**src/rtl/plab3_mem_line_to_word_adapter.sv**
```systemverilog
// Splits each cache-line memory request into four word requests to a word-wide
// memory, one in flight at a time, and reassembles read words into a line response.
module plab3_mem_line_to_word_adapter #(
  parameter int p_opaque_nbits = 8,
  parameter int abw            = 32,
  parameter int clw            = 128,
  parameter int dbw            = 32,
  localparam int CLEN    = $clog2(clw/8),
  localparam int DLEN    = $clog2(dbw/8),
  localparam int LREQ_W  = 3 + p_opaque_nbits + abw + CLEN + clw,
  localparam int LRESP_W = 3 + p_opaque_nbits + CLEN + clw,
  localparam int WREQ_W  = 3 + p_opaque_nbits + abw + DLEN + dbw,
  localparam int WRESP_W = 3 + p_opaque_nbits + DLEN + dbw
) (
  input  logic               clk,
  input  logic               reset,
  input  logic               domain,
  input  logic               linereq_val,
  output logic               linereq_rdy,
  input  logic [LREQ_W-1:0]  linereq_msg,
  output logic               lineresp_val,
  input  logic               lineresp_rdy,
  output logic [LRESP_W-1:0] lineresp_msg,
  output logic               wordreq_val,
  input  logic               wordreq_rdy,
  output logic [WREQ_W-1:0]  wordreq_msg,
  output logic               wordreq_domain,
  input  logic               wordresp_val,
  output logic               wordresp_rdy,
  input  logic [WRESP_W-1:0] wordresp_msg,
  output logic               protocol_err
);

  localparam int O  = p_opaque_nbits;
  localparam int NW = clw / dbw;
  localparam int IW = $clog2(NW);
  localparam logic [2:0] TYPE_READ  = 3'd0;
  localparam logic [2:0] TYPE_WRITE = 3'd1;

  typedef enum logic [1:0] {S_IDLE, S_REQ, S_WAIT, S_DONE} state_t;

  state_t          state_q, state_d;
  logic [IW-1:0]   idx_q, idx_d;
  logic [2:0]      type_q, type_d;
  logic [O-1:0]    opaque_q, opaque_d;
  logic [abw-1:0]  base_q, base_d;
  logic [clw-1:0]  data_q, data_d;
  logic [clw-1:0]  line_buf_q, line_buf_d;
  logic            domain_q, domain_d;
  logic            err_q, err_d;

  logic [2:0]      lreq_type;
  logic [O-1:0]    lreq_opaque;
  logic [abw-1:0]  lreq_addr;
  logic [CLEN-1:0] lreq_len;
  logic [clw-1:0]  lreq_data;
  logic [2:0]      wresp_type;
  logic [O-1:0]    wresp_opaque;
  logic [DLEN-1:0] wresp_len;
  logic [dbw-1:0]  wresp_data;

  assign {lreq_type, lreq_opaque, lreq_addr, lreq_len, lreq_data} = linereq_msg;
  assign {wresp_type, wresp_opaque, wresp_len, wresp_data}        = wordresp_msg;

  // Length fields and the opaque bits above the word index carry nothing we use.
  logic unused_bits;
  assign unused_bits = ^{lreq_len, wresp_len, wresp_opaque[O-1:IW]};

  always_comb begin
    state_d      = state_q;
    idx_d        = idx_q;
    type_d       = type_q;
    opaque_d     = opaque_q;
    base_d       = base_q;
    data_d       = data_q;
    line_buf_d   = line_buf_q;
    domain_d     = domain_q;
    err_d        = err_q;
    linereq_rdy  = 1'b0;
    wordreq_val  = 1'b0;
    wordresp_rdy = 1'b0;
    lineresp_val = 1'b0;
    case (state_q)
      S_IDLE: begin
        linereq_rdy = 1'b1;
        if (linereq_val) begin
          // Unknown line types are flagged and then serviced as reads.
          type_d   = (lreq_type == TYPE_WRITE) ? TYPE_WRITE : TYPE_READ;
          err_d    = err_q | (lreq_type > TYPE_WRITE);
          opaque_d = lreq_opaque;
          base_d   = {lreq_addr[abw-1:CLEN], {CLEN{1'b0}}};
          data_d   = lreq_data;
          domain_d = domain;
          idx_d    = '0;
          state_d  = S_REQ;
        end
      end
      S_REQ: begin
        wordreq_val = 1'b1;
        if (wordreq_rdy) state_d = S_WAIT;
      end
      S_WAIT: begin
        wordresp_rdy = 1'b1;
        if (wordresp_val) begin
          if (type_q == TYPE_READ) line_buf_d[idx_q*dbw +: dbw] = wresp_data;
          if (wresp_opaque[IW-1:0] != idx_q || wresp_type != type_q) err_d = 1'b1;
          if (idx_q == IW'(NW-1)) begin
            state_d = S_DONE;
          end else begin
            idx_d   = idx_q + 1'b1;
            state_d = S_REQ;
          end
        end
      end
      S_DONE: begin
        lineresp_val = 1'b1;
        if (lineresp_rdy) state_d = S_IDLE;
      end
      default: state_d = S_IDLE;
    endcase
  end

  // Outputs derive only from registered state, so they hold under backpressure.
  assign wordreq_msg = {type_q, O'(idx_q),
                        base_q + (abw'(idx_q) << $clog2(dbw/8)),
                        {DLEN{1'b0}},
                        (type_q == TYPE_WRITE) ? data_q[idx_q*dbw +: dbw] : {dbw{1'b0}}};
  assign wordreq_domain = domain_q;
  assign lineresp_msg   = {type_q, opaque_q, {CLEN{1'b0}},
                           (type_q == TYPE_READ) ? line_buf_q : {clw{1'b0}}};
  assign protocol_err   = err_q;

  always_ff @(posedge clk) begin
    if (reset) begin
      state_q    <= S_IDLE;
      idx_q      <= '0;
      type_q     <= '0;
      opaque_q   <= '0;
      base_q     <= '0;
      data_q     <= '0;
      line_buf_q <= '0;
      domain_q   <= 1'b0;
      err_q      <= 1'b0;
    end else begin
      state_q    <= state_d;
      idx_q      <= idx_d;
      type_q     <= type_d;
      opaque_q   <= opaque_d;
      base_q     <= base_d;
      data_q     <= data_d;
      line_buf_q <= line_buf_d;
      domain_q   <= domain_d;
      err_q      <= err_d;
    end
  end

endmodule

```
**config.mk**
```make
export PLATFORM = sky130hd
export DESIGN_NAME = plab3_mem_line_to_word_adapter
export DESIGN_NICKNAME = d
export VERILOG_FILES = /design/src/rtl/plab3_mem_line_to_word_adapter.sv
export SDC_FILE = /design/constraint.sdc
export NUM_CORES = 1
export LEC_CHECK = 0
export BUFFER_PORTS_ARGS = -buffer_cell sky130_fd_sc_hd__clkbuf_2
export CAP_MARGIN = 20
export CORE_ASPECT_RATIO = 0.7
export CORE_MARGIN = 3
export CORE_UTILIZATION = 51
export DETAILED_ROUTE_END_ITERATION = 16
export PLACE_DENSITY_LB_ADDON = 0.3
export RECOVER_POWER = 100
export SYNTH_ARGS = -nofsm -noshare
export SYNTH_HDL_FRONTEND = slang
export SYNTH_SLANG_ARGS = --single-unit
```
**constraint.sdc**
```tcl
create_clock -name clk -period 2.9 [get_ports clk]
set_input_delay 0.58 -clock clk [delete_from_list [all_inputs] [get_ports clk]]
set_output_delay 0.58 -clock clk [all_outputs]
set_load 0.005 [all_outputs]
```
==> metrics, run 1 <==
Compound-Gate Fraction of Synth Area 19.1%; highest clock rate roughly 370 MHz; std cell rows 48; Worst Max-Slew Pin Slew 1.65 ns; Power Density 591 nW/um2; CTS tree done; ANT nets after route 0; Synth cell types 36; Static Leak 6.42 nW; Crit Path Max Fanout 14; most frequent cell after synthesis nand2_1; Worst setup EP type output port; r2r endpoint data_q[42]; Int Power 7.20 mW; vias in the first global route between 10k and 15k; Port Buffers 418; first-pass GRT wire length 63.2 mm; placed inst area 15,600 um2; final std cells w/o fill roughly 2.2k; via/cell ratio roughly 5.5; Syn-to-layout area delta 19.6%; XOR/XNOR Fraction of Synth Area less than 1%; Horiz. Die Dim ~200 um; endpoints failing hold 0; switching share of power a little under a quarter; Total Wirelength 41.0 mm; CP startpoint idx_q[0]; Max-Cap Viols 1; Die Footprint around 28,000 um2; mapped cell area between 10,000 and 15,000 um2; Yosys warnings 0; clock buffer depth 3; Arr. time, crit path about 2.1 ns; WHS about 0.26 ns; r2r setup slk roughly 0.31 ns; maximum VDD drop ~0.45 mV; Clock Sink Count around 300; dpl hpwl 28.5 mm; wire per inst between 15 and 20 um; gpl congestion 0.861; core box area 25,200 um2; Worst R2R Start state_q[1]; post-placement cell count 2,184; ranking of synthesized cells by area dfxtp_1 (45%), nand2_1 (9.3%), a21oi_1 (8.7%); sequential share of power between 40% and 50%; CTS Buf Count 29; Slew headroom -10.1%; Post-CTS Setup Repair Bufs 0; number of top-level pins 453; status complete, but fails checks; Post-Synth Simple-Gate Area between 20% and 30%; clk slew on worst S/H paths 0.07 ns; Pins Over Slew Limit 7; Final Skew 0.00781 ns; nets approximately 2.1k; crit share post-route 93.5%; Hold Buf Count CTS 0; Main synth FF type dfxtp_1; total power 9.45 mW; Clk pwr share 43.9%; sequential share of the synthesized area around 45%; Hold Path Origin linereq_msg[168]; Cells after Synth 1,563; GRT Util Overall between 20% and 30%; largest family of logic cells by synthesized area simple AND/OR/NAND/NOR gates; WP data required around 2.3 ns; Synth Area in Adders 0.468%; initial core utilization a little over half; # resized after CTS 0; residual DRC count 0; total negative setup slack 0 ns; top post-synthesis cells by count nand2_1 (333), dfxtp_1 (299), a21oi_1 (233); post-route cell area around 16,000 um2; Root Buffer clkbuf_16; worst skew pair latency 0.54 ns; Startpoint Class register; proportion of synthesized area in mux cells 5.39%; 1st-iter DRT viols 956; Critical path destination wordreq_msg[27]; final worst setup slack 0.187 ns; largest net degree at the start of global routing 99; htree depth 1; R2R depth 4; router iterations before antenna repair 5; fillers approximately 2.3k; crit path time final 2.71 ns; grt ovf 0; Final Core Density 63.4%; Synth top area share 44.8%; Post-Place Worst Slack 0.526 ns; Hold Path Class input pin to register; die height 141 um; cell taking the most area after synthesis dfxtp_1; ratio of cells with drive above 1 in the final layout 21.2%; mean cell area of the mapped netlist 8.56 um2; ys async rst share 0%; synthesized flop and latch total 299; Comb pwr share 9.7%; number of synthesized flops with an enable pin 0; initial antenna violation count 1; failing checks capacitance limit, slew limit; RSZ-0062 raised after global routing no; net switching power 2.25 mW; detailed-route via count approximately 12k; endpoints failing setup 0; CP Class register to output port
-- cells in the final DEF (no fill, tap or decap), types with 3 or more instances in the layout --
cell,instances
nor2b_1,65
o32ai_2,5
clkbuf_16,29
a21oi_1,233
conb_1,18
mux4_2,32
clkinv_4,3
nor2_1,67
and2_1,12
ha_1,5
clkbuf_1,133
o21ai_0,64
buf_12,16
nand2b_1,36
clkbuf_8,4
clkbuf_2,284
buf_1,6
xor2_1,3
dfxtp_1,297
and2_0,21
buf_4,9
inv_1,69
bufinv_16,7
nand2_1,333
nand4_1,66
o32ai_1,60
-- final cells by class --
| type | instances | area, um2 | area share [%] |
|---|---|---|---|
| diodes | 1 | 2.50 | 0.0156 |
| clock buffers | 36 | 792 | 4.95 |
| clock inverters | 12 | 249 | 1.56 |
| inverters | 69 | 259 | 1.62 |
| multi-input cells | 1041 | 5930 | 37.1 |
| flip-flops and latches | 299 | 5990 | 37.5 |
| well taps | 325 | 407 | 2.54 |
| repair buffers | 450 | 2360 | 14.8 |
-- layer usage --
metal	share of wire [%]	global-route usage, %
met5	0	0
met1	42	36.6
met4	3.6	9.28
met3	7.9	5.03
met2	47	45.3
-- power by group through the flow --
stage	combinational [mW]	clock, mW	sequential [mW]
final	0.920	4.15	4.38
after global routing	1.02	4.38	4.40
after CTS	0.948	4.20	4.38
after detailed placement	0.943	0	4.47
after global placement	0.926	0	4.46
after floorplan	0.590	0	4.44
-- flip-flops by register name, summed over array words and instances (netlist names) --
name	count
wordreq_domain	1
base_q	28
protocol_err	1
type_q	1
data_q	128
opaque_q	8
state_q	2
idx_q	2
line_buf_q	128
-- worst max-delay path, stage by stage (launching register included) --
cell and delay [ns]:
dfxtp_4 0.49, buf_6 0.27, mux4_2 0.53, and2_0 0.18, clkbuf_2 0.12
-- cell families after synthesis --
group	after synthesis
other	1
multiplexers	32
buffers and inverters	240
XOR/XNOR	3
AO/OA/AOI/OAI	368
AND/OR/NAND/NOR	615
adder cells (fa/ha/maj)	5
flip-flops	299
-- how the worst min path moves through the flow --
stage,slack (ns),cells past startpoint,end
floorplan,0.43,2,data_q[64]
finish,0.26,3,opaque_q[4]
CTS,0.23,3,opaque_q[6]
global placement,0.44,2,data_q[85]
detailed placement,0.44,2,data_q[103]
global route,0.24,3,opaque_q[5]
(Power assumes the default switching activity.)
==> inputs of run 2 (changes only) <==
--- a/config.mk
+++ b/config.mk
@@ -5,7 +5,7 @@
 export SDC_FILE = /design/constraint.sdc
 export NUM_CORES = 1
 export LEC_CHECK = 0
-export BUFFER_PORTS_ARGS = -buffer_cell sky130_fd_sc_hd__clkbuf_2
+export BUFFER_PORTS_ARGS = -buffer_cell sky130_fd_sc_hd__buf_2
 export CAP_MARGIN = 20
 export CORE_ASPECT_RATIO = 0.7
 export CORE_MARGIN = 3
==> metrics, run 2 (same netlist as run 1, synthesis figures left out) <==
Syn-to-layout area delta 18.4%; most frequent cells in the layout nand2_1 (333), dfxtp_1 (297), buf_2 (251), a21oi_1 (233), clkbuf_1 (165); crit path cell chain buf_12, mux4_2, and2_1, buf_2; Worst setup EP type output port; grt ovf 0 (unchanged); core box area 25,200 um2 (unchanged); htree depth 1 (unchanged); Port Buffers 418 (unchanged); Max-Cap Viols 1 (unchanged); router iterations before antenna repair 6 (+1); Hold Path Origin linereq_msg[98]; hold endpoint data_q[98]; WP data required 2.32 ns (about the same); crit share post-route 96.2% (+2.6 points); CTS tree done; nets 2,121 (-0.047%); Hold Buf Count CTS 0 (unchanged); number of top-level pins 453 (unchanged); Slowest-stage cell, CP dfxtp_1; ANT nets after route 0 (unchanged); clk slew on worst S/H paths 0.07 ns (about the same); CTS Buf Count 29 (unchanged); Die Footprint 28,200 um2 (unchanged); Total Wirelength 41.1 mm (+0.14%); endpoints failing setup 0 (unchanged); residual DRC count 0 (unchanged); Worst Max-Slew Pin Slew 1.52 ns (-0.128 ns); r2r endpoint line_buf_q[13]; Final Skew 0.0104 ns (+0.00261 ns); Hold Path Class input pin to register; dpl hpwl 28.1 mm (-1.2%); first-pass GRT wire length 63.4 mm (+0.31%); Clock Sink Count 299 (unchanged); worst path buffer plus inverter count 2 (unchanged); failing checks capacitance limit, slew limit; endpoints failing hold 0 (unchanged); hold path depth 3 (unchanged); M2 GR Usage 44.4% (-0.95 points); Largest regs data_q (128), line_buf_q (128), base_q (28); WHS 0.272 ns (+0.0165 ns); maximum VDD drop 0.487 mV (+7.2%); Horiz. Die Dim 200 um (unchanged); initial antenna violation count 5 (+4); most common cell after layout, fill and taps aside nand2_1; met1 usage 37.3% (+0.70 points); Arr. time, crit path 2.21 ns (+0.08 ns); GRT Util Overall 27.6% (+0.092 points); vias in the first global route 11.9k (+0.20%); Root Buffer clkbuf_16; initial core utilization 53.0% (unchanged); total negative setup slack 0 ns (unchanged); R2R depth 7 (+3); detailed-route via count 12.5k (+0.93%); highest clock rate 359 MHz (-2.7%); Crit Path Max Fanout 31 (+17); Worst R2R Start idx_q[1]; Static Leak 6.27 nW (-2.3%); status complete, but fails checks; via/cell ratio 5.56 (+0.62%); die height 141 um (unchanged); Power Density 568 nW/um2 (-3.9%); ratio of cells with drive above 1 in the final layout 19.8% (-1.4 points); critical path's largest stage delay 0.68 ns (+0.15 ns); Pins Over Slew Limit 42 (+35); Slew headroom -1.29% (+8.8 points); r2r setup slk 0.16 ns (-0.15 ns); gpl congestion 0.838 (-2.6%); std cell rows 48 (unchanged); wire per inst 18.4 um (-0.17%); clock buffer depth 3 (unchanged); Startpoint Class register; busiest grt layer met2; worst skew pair latency 0.54 ns (about the same); largest net degree at the start of global routing 75 (-24%); CP delay by family, top flip-flops; RSZ-0062 raised after global routing no; crit path time final 2.79 ns (+0.0763 ns); Global Route met3 Usage 5.84% (+0.81 points); CP Class register to output port; 1st-iter DRT viols 953 (-0.31%)
-- run 2: worst min-delay path, stage by stage --
cell and delay (ns):
buf_2 0.09, nand2_1 0.04, a21oi_1 0.05
-- run 2: cell type report --
type / instances / area [um2]
Tap cell: 325 / 407
Timing Repair Buffer: 449 / 2310
Fill cell: 2288 / 9390
Antenna cell: 6 / 15.0
Clock inverter: 11 / 108
Inverter: 69 / 259
Sequential cell: 299 / 5990
Multi-Input combinational cell: 1041 / 5940
Clock buffer: 40 / 807
-- run 2: through the flow --
stage / instances / setup slack, ns / cell area, um2 / util [%] / total power [mW]
detailed placement: 2183 / 0.552 / 15600 / 61.7 / 5.41
floorplan: 1580 / 0.603 / 13400 / - / 5.03
CTS: 2234 / 0.0824 / 16500 / 65.3 / 9.09
finish: 2240 / 0.111 / 15800 / 62.8 / 8.99
global route: 2239 / 0.0180 / 15800 / 62.8 / 9.35
global placement: 2183 / 0.576 / 15600 / 61.7 / 5.38
-- run 2: metal layers --
metal | up-vias | part of all wire (%)
li1 | 5906 | -
met1 | 5912 | 42
met2 | 557 | 47
met3 | 86 | 8.2
met4 | 0 | 3.3
met5 | - | 0
-- run 2: what timing repair did --
action                                  in CTS  in global routing
resized for setup                            1                  0
endpoints found under the setup margin      10                  0
buffers inserted                             0                  0
-- run 2: power by group --
| group | total [mW] | internal [mW] | leakage, nW | switching [mW] |
|---|---|---|---|---|
| Clock | 3.69 | 2.11 | 0.454 | 1.58 |
| Combinational | 0.920 | 0.373 | 3.38 | 0.547 |
| Sequential | 4.38 | 4.28 | 2.44 | 0.0956 |
| Total | 8.99 | 6.77 | 6.27 | 2.22 |
-- run 2: worst max-delay path by stage --
stage / start / to / slack [ns] / depth (start not counted)
detailed placement: wordresp_val / line_buf_q[125] / 0.55 / 5
global route: idx_q[0] / wordreq_msg[3] / 0.02 / 4
CTS: idx_q[0] / wordreq_msg[11] / 0.08 / 4
global placement: idx_q[0] / wordreq_msg[5] / 0.58 / 4
finish: idx_q[1] / wordreq_msg[11] / 0.11 / 4
floorplan: idx_q[1] / line_buf_q[38] / 0.60 / 8
==> inputs of run 3 (changes only) <==
--- a/config.mk
+++ b/config.mk
@@ -12,7 +12,6 @@
 export CORE_UTILIZATION = 51
 export DETAILED_ROUTE_END_ITERATION = 16
 export PLACE_DENSITY_LB_ADDON = 0.3
-export RECOVER_POWER = 100
 export SYNTH_ARGS = -nofsm -noshare
 export SYNTH_HDL_FRONTEND = slang
 export SYNTH_SLANG_ARGS = --single-unit
==> metrics, run 3 (same netlist as run 1, synthesis figures left out) <==
clk slew on worst S/H paths 0.07 ns (about the same); Static Leak 7.13 nW (+14%); Pins Over Slew Limit 0 (-100%); 1st-iter DRT viols 1,063 (+12%); most common cell after layout, fill and taps aside buf_2; Root Buffer clkbuf_16; Post-Place Worst Slack 0.552 ns (unchanged); die height 141 um (unchanged); Worst Max-Slew Pin Slew 1.02 ns (-0.497 ns); most frequent cells in the layout buf_2 (417), nand2_1 (333), dfxtp_1 (296), a21oi_1 (233), inv_1 (69); initial antenna violation count 5 (unchanged); Total Wirelength 40.8 mm (-0.64%); Clock Sink Count 299 (unchanged); dpl hpwl 28.1 mm (unchanged); post-route cell area 16,500 um2 (+4.1%); number of top-level pins 453 (unchanged); Power Density 547 nW/um2 (-3.6%); Largest regs data_q (128), line_buf_q (128), base_q (28); ANT nets after route 0 (unchanged); Port Buffers 418 (unchanged); detailed-route via count 12.4k (-0.19%); endpoints failing hold 0 (unchanged); Hold Path Origin linereq_msg[98]; router iterations before antenna repair 5 (-1); first-pass GRT wire length 63.4 mm (unchanged); Final Skew 0.0135 ns (+0.00305 ns); r2r endpoint line_buf_q[125]; crit path time final 2.77 ns (-0.0163 ns); residual DRC count 0 (unchanged); Worst setup EP type output port; grt ovf 0 (unchanged); Die Footprint 28,200 um2 (unchanged); WHS 0.268 ns (-0.00365 ns); largest net degree at the start of global routing 75 (unchanged); nets 2,121 (unchanged); ratio of cells with drive above 1 in the final layout 31.2% (+11 points); post-placement cell count 2,183 (unchanged); GRT Util Overall 27.6% (unchanged); r2r setup slk 0.59 ns (+0.43 ns); vias in the first global route 11.9k (unchanged); highest clock rate 361 MHz (+0.59%); CTS Buf Count 29 (unchanged); Crit Path Max Fanout 26 (-16%); status completed; core box area 25,200 um2 (unchanged); RSZ-0062 raised after global routing no; hold endpoint data_q[98]; Worst R2R Start idx_q[1]; Hold Path Class input pin to register; Syn-to-layout area delta 23.3%; initial core utilization 53.0% (unchanged); Hold Buf Count CTS 0 (unchanged); Horiz. Die Dim 200 um (unchanged); Slew headroom 31.8% (+33 points); Arr. time, crit path 2.19 ns (-0.02 ns); final std cells w/o fill 2,240 (unchanged); hold path depth 3 (unchanged); crit share post-route 95.6% (-0.56 points); R2R depth 4 (-3); via/cell ratio 5.55 (-0.19%); gpl congestion 0.838 (unchanged); maximum VDD drop 0.504 mV (+3.7%); clock buffer depth 3 (unchanged); worst skew pair latency 0.54 ns (about the same); Max-Cap Viols 0 (-1); wire per inst 18.2 um (-0.64%); std cell rows 48 (unchanged); placed inst area 15,600 um2 (unchanged); CTS tree done; WP data required 2.32 ns (about the same); endpoints failing setup 0 (unchanged); htree depth 1 (unchanged); Startpoint Class register; CP Class register to output port; final worst setup slack 0.127 ns (+0.0163 ns); total negative setup slack 0 ns (unchanged)
run 3: cell types whose count changed in the layout (fill, tap and decap cells not counted), moves of 17 or more:
cell | previous run | this run
clkbuf_1 | 165 | 7
buf_2 | 251 | 417
o32ai_1 | 60 | 5
o32ai_2 | 5 | 60
and2_1 | 16 | 33
and2_0 | 17 | 0
run 3: area by class of cell:
| type | count | area [um2] |
|---|---|---|
| Multi-Input combinational cell | 1041 | 6350 |
| Timing Repair Buffer | 449 | 2550 |
| Clock buffer | 40 | 807 |
| Clock inverter | 11 | 108 |
| Antenna cell | 6 | 15.0 |
| Fill cell | 2079 | 8740 |
| Inverter | 69 | 259 |
| Sequential cell | 299 | 5990 |
| Tap cell | 325 | 407 |
run 3: stage by stage:
step	utilization, %	power [mW]
final	65.4	9.02
after detailed placement	61.7	5.41
after floorplan	-	5.03
after global placement	61.7	5.38
after CTS	65.3	9.09
after global routing	65.4	9.38
run 3: critical path: stages, from the launching register on:
cell     delay (ns)
dfxtp_4        0.49
buf_12         0.27
mux4_2         0.53
and2_1         0.19
buf_2          0.13
run 3: worst max path at each step:
stage	end	slack (ns)	cells past startpoint	startpoint
2_1_floorplan	line_buf_q[38]	0.60	8	idx_q[1]
4_1_cts	wordreq_msg[11]	0.08	4	idx_q[0]
6_report	wordreq_msg[11]	0.13	4	idx_q[0]
3_5_place_dp	line_buf_q[125]	0.55	5	wordresp_val
3_3_place_gp	wordreq_msg[5]	0.58	4	idx_q[0]
5_1_grt	wordreq_msg[11]	0.02	4	idx_q[0]
run 3: timing repair:
item,CTS,global route
setup buffers,0,0
resized for setup,1,0
setup endpoints to repair,10,0
run 3: layer usage:
layer	part of all wire [%]	up-vias	global-route usage, %	routed length [um]
met3	7.8	88	5.84	3200
met5	0	-	0	0
li1	-	5906	-	-
met2	47	562	44.4	19200
met4	3.2	0	8.92	1320
met1	42	5881	37.3	17100
run 3: power by group:
part | switching, mW | leakage (nW) | total, mW | internal (mW)
sequential | 0.0952 | 2.44 | 4.38 | 4.28
clock | 1.59 | 0.454 | 3.70 | 2.11
combinational | 0.557 | 4.24 | 0.947 | 0.390
total | 2.24 | 7.13 | 9.02 | 6.78
